--- src/rtl/mode7_stepper.sv ---
// mode7_stepper: per-pixel affine texture-coordinate generator (SNES
// "mode 7" style rotate/scale) driven by a VGA-style pixel timebase.
//
// Frame parameters are taken into shadow registers once per frame, at the
// start of vertical blank. The sin/cos values for the shadow angle come
// from an external ROM with one clock of latency. On each line's HACT tick
// a short setup sequence builds the start-of-line accumulators with one
// shared multiplier. During the active pixels the accumulators then step
// by (du, dv).
//
// Ports:
//   clk, reset (async, active low)
//   p_tick, video_on, pixel_x, pixel_y     timing from vga_sync
//   originx/y, offsetx/y, scalex/y, angle, tex_mask   per-frame parameters
//   rom_addr -> / rom_cos, rom_sin <-      sin/cos ROM (Q2.14, 1 clk latency)
//   tex_u, tex_v, tex_valid                registered coordinate out
module mode7_stepper #(
  parameter int HACT = 640,
  parameter int VACT = 480,
  parameter int VTOT = 525
) (
  input  logic        clk,
  input  logic        reset,
  input  logic        p_tick,
  input  logic        video_on,
  input  logic [9:0]  pixel_x,
  input  logic [9:0]  pixel_y,
  input  logic [15:0] originx,
  input  logic [15:0] originy,
  input  logic [15:0] offsetx,
  input  logic [15:0] offsety,
  input  logic [23:0] scalex,
  input  logic [23:0] scaley,
  input  logic [8:0]  angle,
  input  logic [15:0] tex_mask,
  output logic [8:0]  rom_addr,
  input  logic [15:0] rom_cos,
  input  logic [15:0] rom_sin,
  output logic [15:0] tex_u,
  output logic [15:0] tex_v,
  output logic        tex_valid
);

  localparam logic [9:0] X_END  = 10'(HACT);
  localparam logic [9:0] Y_ACT  = 10'(VACT);
  localparam logic [9:0] Y_LAST = 10'(VTOT - 1);

  typedef enum logic [1:0] {IDLE, SETUP, WAIT, RUN} state_t;

  // ---------------- shadow registers + trig capture ----------------
  logic [15:0]        sh_orgx, sh_orgy, sh_offx, sh_offy, sh_mask;
  logic [23:0]        sh_sclx, sh_scly;
  logic [8:0]         sh_ang;
  logic [1:0]         ld_pipe;
  logic signed [15:0] cap_cos, cap_sin;
  logic               shadow_ld;

  assign shadow_ld = p_tick && (pixel_x == '0) && (pixel_y == Y_ACT);
  assign rom_addr  = sh_ang;

  // The ROM sees the new angle right after the load. Its data is valid one
  // clk later, so it is captured on the second edge after the load.
  always_ff @(posedge clk or negedge reset) begin
    if (!reset) begin
      sh_orgx <= '0;
      sh_orgy <= '0;
      sh_offx <= '0;
      sh_offy <= '0;
      sh_sclx <= 24'h000100;
      sh_scly <= 24'h000100;
      sh_ang  <= '0;
      sh_mask <= 16'hFFFF;
      ld_pipe <= '0;
      cap_cos <= 16'sd16384;
      cap_sin <= '0;
    end else begin
      ld_pipe <= {ld_pipe[0], shadow_ld};
      if (shadow_ld) begin
        sh_orgx <= originx;
        sh_orgy <= originy;
        sh_offx <= offsetx;
        sh_offy <= offsety;
        sh_sclx <= scalex;
        sh_scly <= scaley;
        sh_ang  <= angle;
        sh_mask <= tex_mask;
      end
      if (ld_pipe[1]) begin
        cap_cos <= rom_cos;
        cap_sin <= rom_sin;
      end
    end
  end

  // ---------------- line stepper ----------------
  state_t             state;
  logic [2:0]         step;
  logic signed [15:0] w_cos, w_sin;
  logic [23:0]        w_sclx, w_scly;
  logic [15:0]        w_offx, w_offy, w_mask;
  logic signed [16:0] dx0, dy;
  logic signed [39:0] du, su, dv, cv;
  logic signed [47:0] acc_u, acc_v;

  logic               line_end, present;
  logic [9:0]         ny;
  logic signed [39:0] mul_a;
  logic signed [24:0] mul_b;
  logic signed [47:0] mul_p;

  assign line_end = p_tick && (pixel_x == X_END);
  assign ny       = (pixel_y == Y_LAST) ? 10'd0 : pixel_y + 10'd1;
  // Pixel 0 arrives while still in WAIT, so it is presented on the same
  // tick that enters RUN.
  assign present  = p_tick && video_on && !line_end &&
                    ((state == RUN) || ((state == WAIT) && (pixel_x == '0)));

  // Shared multiplier. Only the low 48 bits are ever used, and in two's
  // complement those bits do not depend on the operand bits above 48.
  always_comb begin
    mul_a = '0;
    mul_b = '0;
    case (step)
      3'd0: begin mul_a = 40'(w_cos); mul_b = {1'b0, w_sclx}; end
      3'd1: begin mul_a = 40'(w_sin); mul_b = {1'b0, w_sclx}; end
      3'd2: begin mul_a = 40'(w_sin); mul_b = {1'b0, w_scly}; end
      3'd3: begin mul_a = 40'(w_cos); mul_b = {1'b0, w_scly}; end
      3'd4: begin mul_a = du;         mul_b = 25'(dx0);       end
      3'd5: begin mul_a = su;         mul_b = 25'(dy);        end
      3'd6: begin mul_a = dv;         mul_b = 25'(dx0);       end
      default: begin mul_a = cv;      mul_b = 25'(dy);        end
    endcase
    mul_p = 48'(mul_a) * 48'(mul_b);
  end

  // The working copies are taken at each HACT tick. A shadow load that
  // lands while SETUP is in progress therefore only affects the next line
  // setup.
  always_ff @(posedge clk or negedge reset) begin
    if (!reset) begin
      state     <= IDLE;
      step      <= '0;
      w_cos     <= 16'sd16384;
      w_sin     <= '0;
      w_sclx    <= 24'h000100;
      w_scly    <= 24'h000100;
      w_offx    <= '0;
      w_offy    <= '0;
      w_mask    <= 16'hFFFF;
      dx0       <= '0;
      dy        <= '0;
      du        <= '0;
      su        <= '0;
      dv        <= '0;
      cv        <= '0;
      acc_u     <= '0;
      acc_v     <= '0;
      tex_u     <= '0;
      tex_v     <= '0;
      tex_valid <= 1'b0;
    end else begin
      tex_valid <= 1'b0;
      if (line_end) begin
        // Takes priority in every state, which also restarts a running SETUP.
        w_cos  <= cap_cos;
        w_sin  <= cap_sin;
        w_sclx <= sh_sclx;
        w_scly <= sh_scly;
        w_offx <= sh_offx;
        w_offy <= sh_offy;
        w_mask <= sh_mask;
        dx0    <= 17'd0 - {1'b0, sh_orgx};
        dy     <= {7'd0, ny} - {1'b0, sh_orgy};
        step   <= '0;
        state  <= (ny >= Y_ACT) ? WAIT : SETUP;
      end else if (present) begin
        tex_u     <= (acc_u[37:22] + w_offx) & w_mask;
        tex_v     <= (acc_v[37:22] + w_offy) & w_mask;
        tex_valid <= 1'b1;
        acc_u     <= acc_u + 48'(du);
        acc_v     <= acc_v + 48'(dv);
        state     <= RUN;
      end else begin
        case (state)
          SETUP: begin
            step <= step + 3'd1;
            case (step)
              3'd0: du    <= mul_p[39:0];
              3'd1: su    <= mul_p[39:0];
              3'd2: dv    <= mul_p[39:0];
              3'd3: cv    <= mul_p[39:0];
              3'd4: acc_u <= mul_p;
              3'd5: acc_u <= acc_u - mul_p;
              3'd6: acc_v <= mul_p;
              default: begin
                acc_v <= acc_v + mul_p;
                state <= WAIT;
              end
            endcase
          end
          RUN: if (p_tick && !video_on) state <= IDLE;
          default: ;
        endcase
      end
    end
  end

endmodule

--- config.mk ---
export PLATFORM = sky130hd
export DESIGN_NAME = mode7_stepper
export DESIGN_NICKNAME = d
export VERILOG_FILES = /design/src/rtl/mode7_stepper.sv
export SDC_FILE = /design/constraint.sdc
export NUM_CORES = 2
export LEC_CHECK = 0
export CORE_MARGIN = 10
export CORE_UTILIZATION = 25
export DETAILED_ROUTE_END_ITERATION = 12
export PLACE_DENSITY = 0.49
export SETUP_SLACK_MARGIN = 0.3
export SLEW_MARGIN = 10
export SYNTH_ARGS = -nofsm -noshare
export SYNTH_HDL_FRONTEND = slang
export SYNTH_SLANG_ARGS = --single-unit
--- constraint.sdc ---
create_clock -name clk -period 16.8 [get_ports clk]
set_input_delay 3.36 -clock clk [delete_from_list [all_inputs] [get_ports clk]]
set_output_delay 3.36 -clock clk [all_outputs]
set_load 0.02 [all_outputs]
; After elaboration in Yosys (flattened, before gate mapping)
; Index checks and enable logic that the tools add are counted.
[totals]
ram_bits = 0
input_bits = 193
latch_bits = 0
mem_count = 0
regBits = 627
output_inout_bits = 42
mem_bits_ro = 0
[op_classes]
addsub = 10
shifts = 0
n_bitwise = 4
n_eq_ne = 16
n_reduce_logical = 33
n_lt_le_gt_ge = 1
div = 0
n_mul = 1
muxes = 20
[op_table]
columns = operator, n
row1 = 40-bit case mux with 5 select lines, 1
row2 = 48-bit two-way mux, 4
row3 = 48-bit case mux with 2 select lines, 2
row4 = 48-bit by 40-bit adder with 48-bit output, 2
row5 = 25-bit case mux with 3 select lines, 1
row6 = 48-bit adder, 1
row7 = 40-bit by 25-bit multiplier with 48-bit output, 1
row8 = 48-bit subtractor, 1
row9 = 16-bit adder, 2
row10 = 16-bit AND, 2
row11 = "10-bit == test, second input constant", 2
row12 = "1-bit by 16-bit subtractor with 17-bit output, first input constant", 1
row13 = 10-bit by 16-bit subtractor with 17-bit output, 1
row14 = 4-bit AND reduction, 4
row15 = "10-bit by 1-bit adder with 10-bit output, second input constant", 1
row16 = "10-bit by 9-bit == test with 1-bit output, second input constant", 1
row17 = "10-bit by 9-bit >= comparator with 1-bit output, second input constant", 1
row18 = 10-bit logical NOT, 1
row19 = 10-bit two-way mux, 1
row20 = 2-bit two-way mux, 5
row21 = 2-bit OR reduction, 5
row22 = "3-bit == test, second input constant", 3
row23 = 3-bit two-way mux, 3
row24 = 3-bit AND reduction, 3
row25 = other kinds (22), 36

; Depth between registers and ports, before layout
[depth]
ltp_word = 8
ltp_mapped = 54
mapped_depth_nobuf = 49

; Least setup slack after synthesis
; Ideal clock, no wire load.
[synth_path]
path_type = register -> register
from = register step[1]
to = register acc_u[36]
path_stages_with_launch = 50
required_time_ps = 16674
n_path_buf = 6
path_slack_ps = 5011
period_less_slack_ps = 11789
arrival_time_ps = 11663
cell_sequence = dfrtp_1 inv_1 ha_1 clkbuf_1 and2_1 clkbuf_1 clkbuf_1 buf_1 buf_1 a22oi_1 nand4_1 o21a_1 clkbuf_1 nand2_1 fa_1 fa_1 fa_1 inv_1 (+14 left out) ha_1 a21o_1 a21oi_1 nand2_1 a2111o_1 a221o_1 a31o_1 maj3_2 maj3_2 maj3_2 a221oi_2 o221a_2 a211oi_2 maj3_2 o21ai_2 mux2i_1 o22a_1 nand2_1
[synth_between]
elab_chain_cells = 8
word_cells_on_any_way = 21
[synth_rtl]
columns = element, line_no
row1 = start: declaration, 97  ; logic [2:0] step;
row2 = start signal: assignment, 186  ; step <= step + 3'd1;
row3 = 3-bit by 2-bit == test with 1-bit output (tied with other cells), 123  ; case (step)
row4 = 2-bit OR reduction (no source line), n/a
row5 = 40-bit case mux with 5 select lines / 25-bit case mux with 3 select lines (equally long branches), 123
row6 = 40-bit by 25-bit multiplier with 48-bit output, 133  ; mul_p = 48'(mul_a) * 48'(mul_b);
row7 = 48-bit subtractor, 193  ; 3'd5: acc_u <= acc_u - mul_p;
row8 = 48-bit case mux with 2 select lines, 187  ; case (step)
row9 = 48-bit two-way mux, 184  ; case (state)
row10 = 48-bit two-way mux, 176  ; end else if (present) begin
row11 = end signal: assignment, 180  ; acc_u <= acc_u + 48'(du);
row12 = end signal: assignment, 192  ; 3'd4: acc_u <= mul_p;
row13 = end signal: assignment, 193
row14 = end: declaration, 103  ; logic signed [47:0] acc_u, acc_v;
; Several ways; a longest one is shown, not always the timed one. The select of a mux whose other input is x is not followed.
; A chain may end at the register's enable or synchronous reset.

; Final worst setup path
[layout_path]
from = register step[0]
to = register acc_u[33]
; Same word-level chain as after synthesis.

==> impl_metrics.ini <==
[status]
status = finished, final reports clean

[die]
start_util = 0.252
die-area_mm2 = 0.230
row_count = 168
die_h_um = 480
core_mm2 = 0.210
die_w_um = 480
ioPinCount = 235

[power_and_ir_drop]
comb_power_share = 0.326
p_switching_uw = 1680
power_uw = 4650
peakVddDrop_mv = 0.0773
pwr-share-clk = 0.358
p_seq_frac = 0.316
power.leakage_uw = 0.0288
power_density_mw_per_mm2 = 76.0
p_sw_frac = 0.361
intPower_uw = 2970

[route]
via_count = 41800
routed_wl_um = 176000
highest_layer = met5
ant_nets = 0
route.detailed.drc = 0
routed-wl-met2_um = 81800
viasPerCell = 4.68
first_pass_iters = 6
drt-initial-drc-count = 2992
wl_met3_um = 9770
avgRoutedWirePerCell_um = 19.7
drt-met1-wl_um = 79200

[synth]
yosys_register_bits = 599
synthCells = 5942
synth_top_area_share = 0.266
synth_top_area_cell = dfrtp_1
synth_warnings = 0
synth_area_leaders = dfrtp_1 (27%), fa_1 (20%), nand2_1 (7.7%), ha_1 (7.6%), inv_1 (5.2%)
synthArstFlopShare = 1.00
yosysSeqAreaShare = 0.284
syn-cell-area_mm2 = 0.0529
synth_nets = 6996
syn_avg_cell_area_um2 = 8.90
synth_enable_flop_cells = 0
yosysUniqueCellTypes = 83
ys.flop_type = dfrtp_1

[cts]
cts_buffers = 69
numClockSinks = 599
clk_latency_ps = 670
post_cts_buffers = 0
cts_resized = 0
h-tree-depth = 3
ctsHoldBuffers = 0
clkTransAtPathRegs_ps = 60
clockBufferDepth = 3
root_buffer = clkbuf_16
cts_tree = yes

[placement]
place_ws_ps = 3520
io_buffers = 234
place.gp.congestion = 0.881
dpl.cell_count = 8804
place_hpwl_um = 137000

[critical_path]
critPathMaxStageDelay_ps = 790
required_ps = 17320
worst_path_max_delay_cell = xnor2_1
end_kind = flip-flop
r2r-start = step[0]
setup.worst_path.start = step[0]
crit_type = reg2reg
regToRegEndpoint = acc_u[33]
crit_path_frequent_cell = fa_1
arrival_ps = 13820
cp_max_fo = 39
reg2regPathDepth = 43
reg2reg_slack_ps = 3490
crit_end = acc_u[33]
cp-start-kind = flip-flop

[timing]
min_period_over_period = 0.792
fin_worst_skew_ps = 40.5
tightest_slew_ps = 1220
rsz0062_at_grt = false
tns_ps = 0
fmax_mhz = 75.2
drv_slew = 0
finalSetupViolations = 0
timing.final.ws_setup_ps = 3490
finalHoldViolCount = 0
slew_headroom = 0.164
period_minus_slack_ps = 13310

[layout]
final_core_util = 0.291
area_growth_pct = 15.6
final_nets = 7124
drive_above_1_share = 0.0821
layout.cells.non_filler = 8929

[min_path]
hold_class = reg2reg

[grt]
antenna_found_initial = 12
grt_pass1_vias = 43600
grt_start_max_net_pins = 198
grt_pass1_wl_um = 272000
grtUsageTotal = 0.151
gr-total-overflow = 0

[run]
maxCapViolations = 0
[registers in the layout (all words and copies together) (netlist names), 17 cells and up]
signal,cells
dy,17
acc_v,38
acc_u,38
sh_scly,24
w_scly,24
sh_sclx,24
cv,38
dv,38
su,38
dx0,17
w_sclx,24
du,38
[per-stage QoR]
step / hold slack [ps] / area, µm²
3_3_place_gp: 332 / 58700
5_1_grt: 352 / 61100
6_report: 347 / 61100
4_1_cts: 349 / 61100
3_5_place_dp: 335 / 58700
2_1_floorplan: 331 / 52900
[how the worst min path moves through the flow]
stage                           from          to  slack, ps  cells past startpoint
after CTS                 ld_pipe[0]  ld_pipe[1]        350                      0
after floorplan           ld_pipe[0]  ld_pipe[1]        330                      0
after detailed placement  ld_pipe[0]  ld_pipe[1]        330                      0
after global routing      ld_pipe[0]  ld_pipe[1]        350                      0
final                     ld_pipe[0]  ld_pipe[1]        350                      0
after global placement    ld_pipe[0]  ld_pipe[1]        330                      0
[placed cells by master, fill, tap and decap left out, drive strengths merged, types with 10 or more instances in the layout]
cell              n
xnor2           172
and3             16
nor2            502
mux2            159
dfstp            38
buf             110
nand2          1079
a221o            10
a211oi           20
and2             24
o211ai           83
fa              539
o31ai            21
a22oi            59
dfrtp           561
clkdlybuf4s50   233
o22ai            18
nand2b           48
clkinv           22
a21oi           190
o21a             54
nand4            32
or2              28
nand3            69
o221ai           11
nor2b            19
nor3             43
clkbuf           84
a31oi            25
a221oi           11
o21bai           51
or3              12
o21ai           416
xor2             89
bufinv           11
a21o             88
ha              322
a222oi           14
inv             733
[synth_stat cells, drive strengths merged (54+ instances only)]
| cell type | count |
|---|---|
| o21a | 54 |
| xnor2 | 172 |
| dfrtp | 561 |
| ha | 322 |
| nand3 | 69 |
| nand2 | 1079 |
| fa | 539 |
| o21ai | 416 |
| inv | 731 |
| a22oi | 59 |
| a21o | 88 |
| o211ai | 83 |
| nor2 | 502 |
| clkbuf | 253 |
| xor2 | 89 |
| a21oi | 190 |
| mux2 | 159 |
[layer usage]
layer  track usage  up-vias
li1              -    19600
met1         0.202    20900
met2         0.249     1028
met3        0.0266      220
met4        0.0439       12
met5             0        -
[critical path, delay by kind of cell (launching register included)]
kind | cells | cell delay [ps]
AO/OA/AOI/OAI | 15 | 3730
XOR/XNOR | 1 | 790
adder cells (fa/ha/maj) | 13 | 5560
buffers and inverters | 7 | 1100
flip-flops | 1 | 430
AND/OR/NAND/NOR | 7 | 1520
[power by group through the flow]
stage | clock network (µW) | logic, µW | registers [µW]
3_3_place_gp | 0 | 1500 | 1490
3_5_place_dp | 0 | 1510 | 1490
2_1_floorplan | 0 | 948 | 1490
4_1_cts | 1720 | 1520 | 1470
5_1_grt | 1770 | 1660 | 1470
6_report | 1660 | 1520 | 1470
[logic make-up after synthesis]
family,count (synthesis),share of synthesized area
multiplexers,167,0.0354
adder cells (fa/ha/maj),868,0.282
AO/OA/AOI/OAI,1123,0.134
AND/OR/NAND/NOR,1905,0.149
flip-flops,599,0.284
buffers and inverters,1019,0.0724
XOR/XNOR,261,0.0432
[cell type report]
class | count | area, µm²
inverter | 733 | 2750
tap | 2805 | 3510
timing repair buffer | 343 | 3220
fill | 22400 | 149000
clock inverter | 40 | 586
clock buffer | 84 | 1870
antenna | 1 | 2.50
sequential | 599 | 15000
multi-input combinational | 4324 | 34200
No activity file was read; power rests on OpenSTA's default activity.
